**src/rtl/div_unit.sv**
```systemverilog
// Iterative radix-2 restoring divider for DIV/DIVU; stalls EX while iterating and
// writes the remainder to HI and the quotient to LO for one cycle in END.
module div_unit #(
  parameter int WIDTH = 32
) (
  input  logic             clk,
  input  logic             resetn,
  input  logic             start,
  input  logic             signed_div,
  input  logic [WIDTH-1:0] opdata1,
  input  logic [WIDTH-1:0] opdata2,
  input  logic             annul,
  output logic             stallreq,
  output logic             ready,
  output logic             hi_we,
  output logic [WIDTH-1:0] hi_data,
  output logic             lo_we,
  output logic [WIDTH-1:0] lo_data
);

  typedef enum logic [1:0] {
    S_IDLE    = 2'd0,
    S_DIVZERO = 2'd1,
    S_ON      = 2'd2,
    S_END     = 2'd3
  } state_t;

  state_t               r_state;
  state_t               w_next;
  logic                 r_signed;
  logic                 r_sign1;
  logic                 r_sign2;
  logic [5:0]           r_cnt;
  logic [WIDTH-1:0]     r_divisor;
  logic [2*WIDTH-1:0]   r_acc;
  logic [WIDTH-1:0]     r_hi;
  logic [WIDTH-1:0]     r_lo;

  logic                 w_accept;
  logic [WIDTH-1:0]     w_mag1;
  logic [WIDTH-1:0]     w_mag2;
  logic [2*WIDTH:0]     w_shift;
  logic [WIDTH:0]       w_trial;
  logic [2*WIDTH-1:0]   w_step;
  logic [WIDTH-1:0]     w_quot_fix;
  logic [WIDTH-1:0]     w_rem_fix;
  logic                 w_last;

  assign w_accept = start & ~annul;
  assign w_mag1   = (signed_div & opdata1[WIDTH-1]) ? ({WIDTH{1'b0}} - opdata1) : opdata1;
  assign w_mag2   = (signed_div & opdata2[WIDTH-1]) ? ({WIDTH{1'b0}} - opdata2) : opdata2;
  assign w_last   = (r_cnt == 6'(WIDTH - 1));

  // One restoring step: the running remainder never exceeds the divisor, so the
  // upper half of the accumulator always fits WIDTH bits after restoration.
  assign w_shift = {r_acc, 1'b0};
  assign w_trial = w_shift[2*WIDTH:WIDTH] - {1'b0, r_divisor};
  assign w_step  = w_trial[WIDTH] ? w_shift[2*WIDTH-1:0]
                                  : {w_trial[WIDTH-1:0], w_shift[WIDTH-1:1], 1'b1};

  assign w_quot_fix = (r_signed & (r_sign1 ^ r_sign2)) ? ({WIDTH{1'b0}} - w_step[WIDTH-1:0])
                                                       : w_step[WIDTH-1:0];
  assign w_rem_fix  = (r_signed & r_sign1) ? ({WIDTH{1'b0}} - w_step[2*WIDTH-1:WIDTH])
                                           : w_step[2*WIDTH-1:WIDTH];

  // FSM state register
  always_ff @(posedge clk or negedge resetn) begin
    if (!resetn) begin
      r_state <= S_IDLE;
    end else begin
      r_state <= w_next;
    end
  end

  // FSM next-state logic and pipeline stall request
  always_comb begin
    w_next   = r_state;
    stallreq = 1'b0;
    case (r_state)
      S_IDLE: begin
        stallreq = w_accept;
        if (w_accept) begin
          w_next = (opdata2 == {WIDTH{1'b0}}) ? S_DIVZERO : S_ON;
        end else begin
          w_next = S_IDLE;
        end
      end
      S_DIVZERO: begin
        stallreq = ~annul;
        if (annul) begin
          w_next = S_IDLE;
        end else begin
          w_next = S_END;
        end
      end
      S_ON: begin
        stallreq = ~annul;
        if (annul) begin
          w_next = S_IDLE;
        end else if (w_last) begin
          w_next = S_END;
        end else begin
          w_next = S_ON;
        end
      end
      S_END: begin
        w_next = S_IDLE;
      end
      default: begin
        w_next = S_IDLE;
      end
    endcase
  end

  // Operand capture, iteration and result registers; results are nonzero only in END
  always_ff @(posedge clk or negedge resetn) begin
    if (!resetn) begin
      r_signed  <= 1'b0;
      r_sign1   <= 1'b0;
      r_sign2   <= 1'b0;
      r_cnt     <= 6'd0;
      r_divisor <= {WIDTH{1'b0}};
      r_acc     <= {2*WIDTH{1'b0}};
      r_hi      <= {WIDTH{1'b0}};
      r_lo      <= {WIDTH{1'b0}};
    end else begin
      r_hi <= {WIDTH{1'b0}};
      r_lo <= {WIDTH{1'b0}};
      case (r_state)
        S_IDLE: begin
          if (w_accept) begin
            r_signed  <= signed_div;
            r_sign1   <= opdata1[WIDTH-1];
            r_sign2   <= opdata2[WIDTH-1];
            r_cnt     <= 6'd0;
            r_divisor <= w_mag2;
            // A zero divisor keeps the raw dividend bits for HI
            if (opdata2 == {WIDTH{1'b0}}) begin
              r_acc <= {{WIDTH{1'b0}}, opdata1};
            end else begin
              r_acc <= {{WIDTH{1'b0}}, w_mag1};
            end
          end
        end
        S_DIVZERO: begin
          if (!annul) begin
            r_hi <= r_acc[WIDTH-1:0];
            r_lo <= {WIDTH{1'b1}};
          end
        end
        S_ON: begin
          if (!annul) begin
            r_acc <= w_step;
            r_cnt <= r_cnt + 6'd1;
            if (w_last) begin
              r_hi <= w_rem_fix;
              r_lo <= w_quot_fix;
            end
          end
        end
        S_END: begin
          r_cnt <= 6'd0;
        end
        default: begin
          r_cnt <= 6'd0;
        end
      endcase
    end
  end

  assign ready   = (r_state == S_END);
  assign hi_we   = ready;
  assign lo_we   = ready;
  assign hi_data = r_hi;
  assign lo_data = r_lo;

endmodule

```
**config.mk**
```make
export PLATFORM = sky130hd
export DESIGN_NAME = div_unit
export DESIGN_NICKNAME = d
export VERILOG_FILES = /design/src/rtl/div_unit.sv
export SDC_FILE = /design/constraint.sdc
export NUM_CORES = 1
export LEC_CHECK = 0
export ABC_CLOCK_PERIOD_IN_PS = 7500
export BUFFER_PORTS_ARGS = -buffer_cell sky130_fd_sc_hd__buf_2
export CORE_MARGIN = 2
export CORE_UTILIZATION = 60
export DETAILED_ROUTE_END_ITERATION = 10
export GPL_TIMING_DRIVEN = 0
export PLACE_DENSITY = 0.82
export SLEW_MARGIN = 20
export SYNTH_ARGS = -nofsm -noshare
export SYNTH_HDL_FRONTEND = slang
export SYNTH_SLANG_ARGS = --single-unit
export TNS_END_PERCENT = 30
```
**constraint.sdc**
```tcl
create_clock -name clk -period 7.5 [get_ports clk]
set_input_delay 0.375 -clock clk [delete_from_list [all_inputs] [get_ports clk]]
set_output_delay 0.375 -clock clk [all_outputs]
set_load 0.01 [all_outputs]
```
==> reports/results.env <==
I_O_PINS=137
POWER.DENSITY_CELL_AREA_mW_PER_MM2=254
INTPOWER_uW=2040
CTS_MADE_BUFFERS=17
IO_BUFFERS=136
CRIT_ARRIVAL_NS=7.40
START_KIND='register'
FINISH.NET_COUNT=1760
DOMINANTREGCELLSYNTH='dfrtp_1'
PLACED_CELL_AREA_SQ_MM=0.0131
OVERFLOW=0
YS_FF_LATCH=171
WORSTPATHCELLLIST='inv_1 > ha_1 > inv_1 > fa_1 > nand3_1 > a211o_1 > a2111oi_4 > nand3_1 > o2111a_2 > inv_2 > clkbuf_1 > clkbuf_1 > clkbuf_2 > clkbuf_1 > ha_1 > inv_1 > nor4_2 > nand2_1 > nor3_1 > nand3b_1 > o41ai_1 > xnor2_1 > a21oi_1 > nor2b_1'
CLK-INSERTION-DELAY-LATE_NS=0.45
RELATIVE_CONTRIBUTION_OF_SEQUENTIAL_CELLS_TO_TOTAL_POWER_PCT=32.0
DETAIL_ROUTE.VIAS_PER_CELL=6.21
NETLIST-CELL-TYPE-COUNT=77
GRT_FIRST_PASS_WIRELENGTH_UM=58500
LARGEST_DRIVER_FANOUT_ON_THE_CRITICAL_PATH=10
GP_CONGESTION=0.974
FINALSETUPTNS_NS=0
DRTANTENNAVIOLNETS=0
AREA.SEQUENTIAL_SQ_MM=0.00428
INITIAL_CORE_UTIL_PCT=61.5
POWER.SWITCHING_FRACTION_PCT=41.5
FINAL-HOLD-VIOLATION-COUNT=0
TIMING.MAX_SLEW.REL_SLACK_PCT=38.3
CRITICAL-PATH-SLOWEST-CELL='nor4_2'
POST-DP-HPWL_UM=27600
YS_ASYNC_SR_FRACTION_PCT=100
ANTENNA_CELLS_INSERTED=0
DESIGN_AREA_SQ_MM=0.0137
GRT_START_MAX_NET_PINS=94
FINAL_MIN_PERIOD_OVER_CLOCK_PERIOD_PCT=93.7
POST_SYNTH_INSTANCE_AREA_SQ_MM=0.0121
LAYOUT.FILLER_CELLS=1703
MINIMUM_CLOCK_PERIOD_AFTER_LAYOUT_NS=7.03
STARTING_DRT_DRC_COUNT=1194
POST_SYNTH_MAIN_AREA_CONTRIBUTORS='dfrtp_1, o21ai_0, nand2_1'
MAX_STAGE_DELAY_NS=0.57
WORSTPATHBUFFERINVERTERCOUNT=8
CAP_VIOL_MAX_COUNT=0
POWER.TOTAL_uW=3490
CRIT_FAMILY='buffers and inverters'
MULTIINPUTGATEAREA_SQ_MM=0.00722
FINALNONFILLERCELLS=1928
DIE-AREA_SQ_MM=0.0212
VDD_IR_DROP_MAX_V=0.000172
NETLIST.AREA_LEADER.SHARE_PCT=35.5
GRT_SETUP_UNREPAIRED='no'
DIE_HEIGHT_UM=146
CRITPATHREQUIREDTIME_NS=7.87
REPORT.FINAL.SETUP_VIOL=0
SEQ_AREA_FRAC_SYNTH_PCT=35.5
SYNTH.NET_COUNT=1603
ANTENNA_FOUND_INITIAL=0
SYNTH_CELL_COUNT_LEADERS='nand2_1, dfrtp_1, o21ai_0, a21oi_1, nor2_1'
DP.CELLS=1895
OUTCOME='finished clean'
DETAILEDROUTE.FIRSTPASSITERATIONCOUNT=6
DRT-TOTAL-WL_UM=36300
CLK_PATH_BUF_DEPTH=2
POST-SYNTH-TOP-COUNT-CELL='nand2_1'
CLOCK-SKEW-FINAL_NS=0.0114
FLOORPLAN_DIE_WIDTH_UM=146
MAX_FREQ_GHz=0.142
MAXSLEWVIOLCOUNT=0
GRT_PASS1_VIAS=11575
PIN_SLEW_WITH_THE_LEAST_HEADROOM_TO_ITS_LIMIT_NS=0.925
CORE_REGION_AREA_SQ_MM=0.0196
DRT-WIRELENGTH-PER-CELL_UM=18.8
TOTAL_SWITCHING_POWER_uW=1450
OVERALL_GLOBAL_ROUTING_RESOURCE_USAGE_PCT=34.2
CTS.ROOT.BUFFER_CELL='clkbuf_16'
CLOCK_GROUP_SHARE_OF_TOTAL_POWER_PCT=26.6
LEAKAGEPOWER_uW=0.00621
CTS_TREE='yes'
CLKTRANSATPATHREGS_NS=0.07
PLACEMENT_ROWS=51
NUMBER_OF_ENABLE_TYPE_REGISTER_CELLS_IN_THE_SYNTHESIZED_NETLIST=0
WORST_SETUP_PATH_CLASS='register to register'
CLOCK_SINKS=171
DR_TOTAL_VIAS=11981
HTREE_NUM_LEVELS=4
COMB_POWER_SHARE_PCT=41.4
POST_SYNTHESIS_CELLS=1493
WORSTSETUPENDPOINTTYPE='register'
DETAIL_ROUTE.DRC_VIOLATIONS=0
AREA_GROWTH_PCT=14.0
SYNTHDOMINANTAREACELLTYPE='dfrtp_1'
HP-CLASS='input pin to register'
CTS.REPAIR_TIMING.SETUP_BUFFER_COUNT=0
YOSYSWARNINGCOUNT=0
SYN-MEAN-INSTANCE-AREA_SQ_UM=8.07
DRIVE_ABOVE_1_SHARE_PCT=12.7
power by group through the flow:
| stage | Combinational [uW] | Sequential [uW] | Clock (uW) |
|---|---|---|---|
| global placement | 1360 | 1120 | 0 |
| detailed placement | 1390 | 1130 | 0 |
| floorplan | 1040 | 1090 | 0 |
| CTS | 1410 | 1110 | 926 |
| global route | 1590 | 1130 | 964 |
| finish | 1440 | 1120 | 927 |
metal layers:
layer / global-route usage [%] / share of wire, % / up-vias
met5: 0 / 0 / -
met4: 14.7 / 3.8 / 0
met3: 6.93 / 8.7 / 109
met2: 52.9 / 45 / 569
met1: 47.0 / 43 / 5747
li1: - / - / 5556
logic make-up after synthesis:
group	Yosys count	share of synthesized area (%)
buf+inv	148	4.78
mux	25	2.13
simple gates	518	20.5
xor+xnor	138	10.0
compound gates	452	22.7
fa+ha+maj	41	4.32
flops	171	35.5
final cells by class:
class	count	share of cell area [%]
plain buffers	87	2.54
clock buffers	17	3.10
clock inverters	15	1.34
inverters	61	1.67
multi-input cells	1174	52.5
flip-flops and latches	171	31.1
well taps	265	2.41
repair buffers	138	5.30
final timing paths:
path                                from            end  slack [ns]  cells after the start
setup / recovery               r_acc[31]    lo_data[28]        0.47                     24
hold / removal               opdata2[31]  r_divisor[31]        0.23                      3
setup reg to reg               r_acc[31]    lo_data[28]        0.47                     24
hold reg to reg            r_divisor[15]  r_divisor[15]        0.49                      2
max in group asynchronous         resetn       r_cnt[3]        6.09                      3
min in group asynchronous         resetn  r_divisor[27]        0.50                      2
flip-flops by register name (all words and copies together) (netlist names):
name       cells
r_divisor     32
r_state        2
r_cnt          6
hi_data       32
lo_data       32
r_sign2        1
r_acc         64
r_sign1        1
r_signed       1
repair_timing:
action / 4_1_cts / 5_1_grt
setup endpoints to repair: 0 / 4
hold buffers: 1 / 0
hold endpoints to repair: 78 / 0
gates resized for setup: 0 / 2
metrics by stage:
stage | util (%) | worst slack [ns] | hold WS (ns)
floorplan | - | 2.32 | 0.0794
global placement | 66.7 | 0.643 | 0.467
detailed placement | 66.9 | 0.508 | 0.407
CTS | 70.1 | 0.313 | 0.234
global route | 70.2 | 0.0801 | 0.235
finish | 70.2 | 0.472 | 0.232
layout by cell type (no fill, tap or decap), types with 6 or more instances in the layout:
master and instances:
clkbuf_1 68, or4_1 12, ha_1 40, o21ai_1 15
nand2b_1 9, nand4_1 12, o31ai_1 20, o21ai_0 163
o21bai_1 6, nor3_1 33, dfrtp_1 171, xor2_1 80
a21o_1 16, a211oi_1 6, a21boi_0 8, buf_2 144
and3_1 8, nor2_1 108, clkbuf_16 17, nand2_1 197
a21oi_1 130, o41ai_1 11, a31oi_1 13, nor2b_1 39
nand3_1 16, and2_1 17, o211ai_1 8, or3_1 24
o21a_1 7, mux2i_1 20, xnor2_1 58, a22oi_1 10
nor4_1 14, inv_1 59
worst reg2reg max path, cell delays in order (launching register included):
cell and delay (ns):
dfrtp_1 0.43, inv_1 0.17, ha_1 0.24, inv_1 0.08, fa_1 0.21, nand3_1 0.15, a211o_1 0.37, a2111oi_4 0.44
nand3_1 0.12, o2111a_2 0.24, inv_2 0.10, clkbuf_1 0.43, clkbuf_1 0.46, clkbuf_2 0.37, clkbuf_1 0.45, ha_1 0.30
inv_1 0.09, nor4_2 0.57, nand2_1 0.20, nor3_1 0.46, nand3b_1 0.19, o41ai_1 0.33, xnor2_1 0.27, a21oi_1 0.15
nor2b_1 0.14
Note: power is estimated with default switching activity, not from simulation.
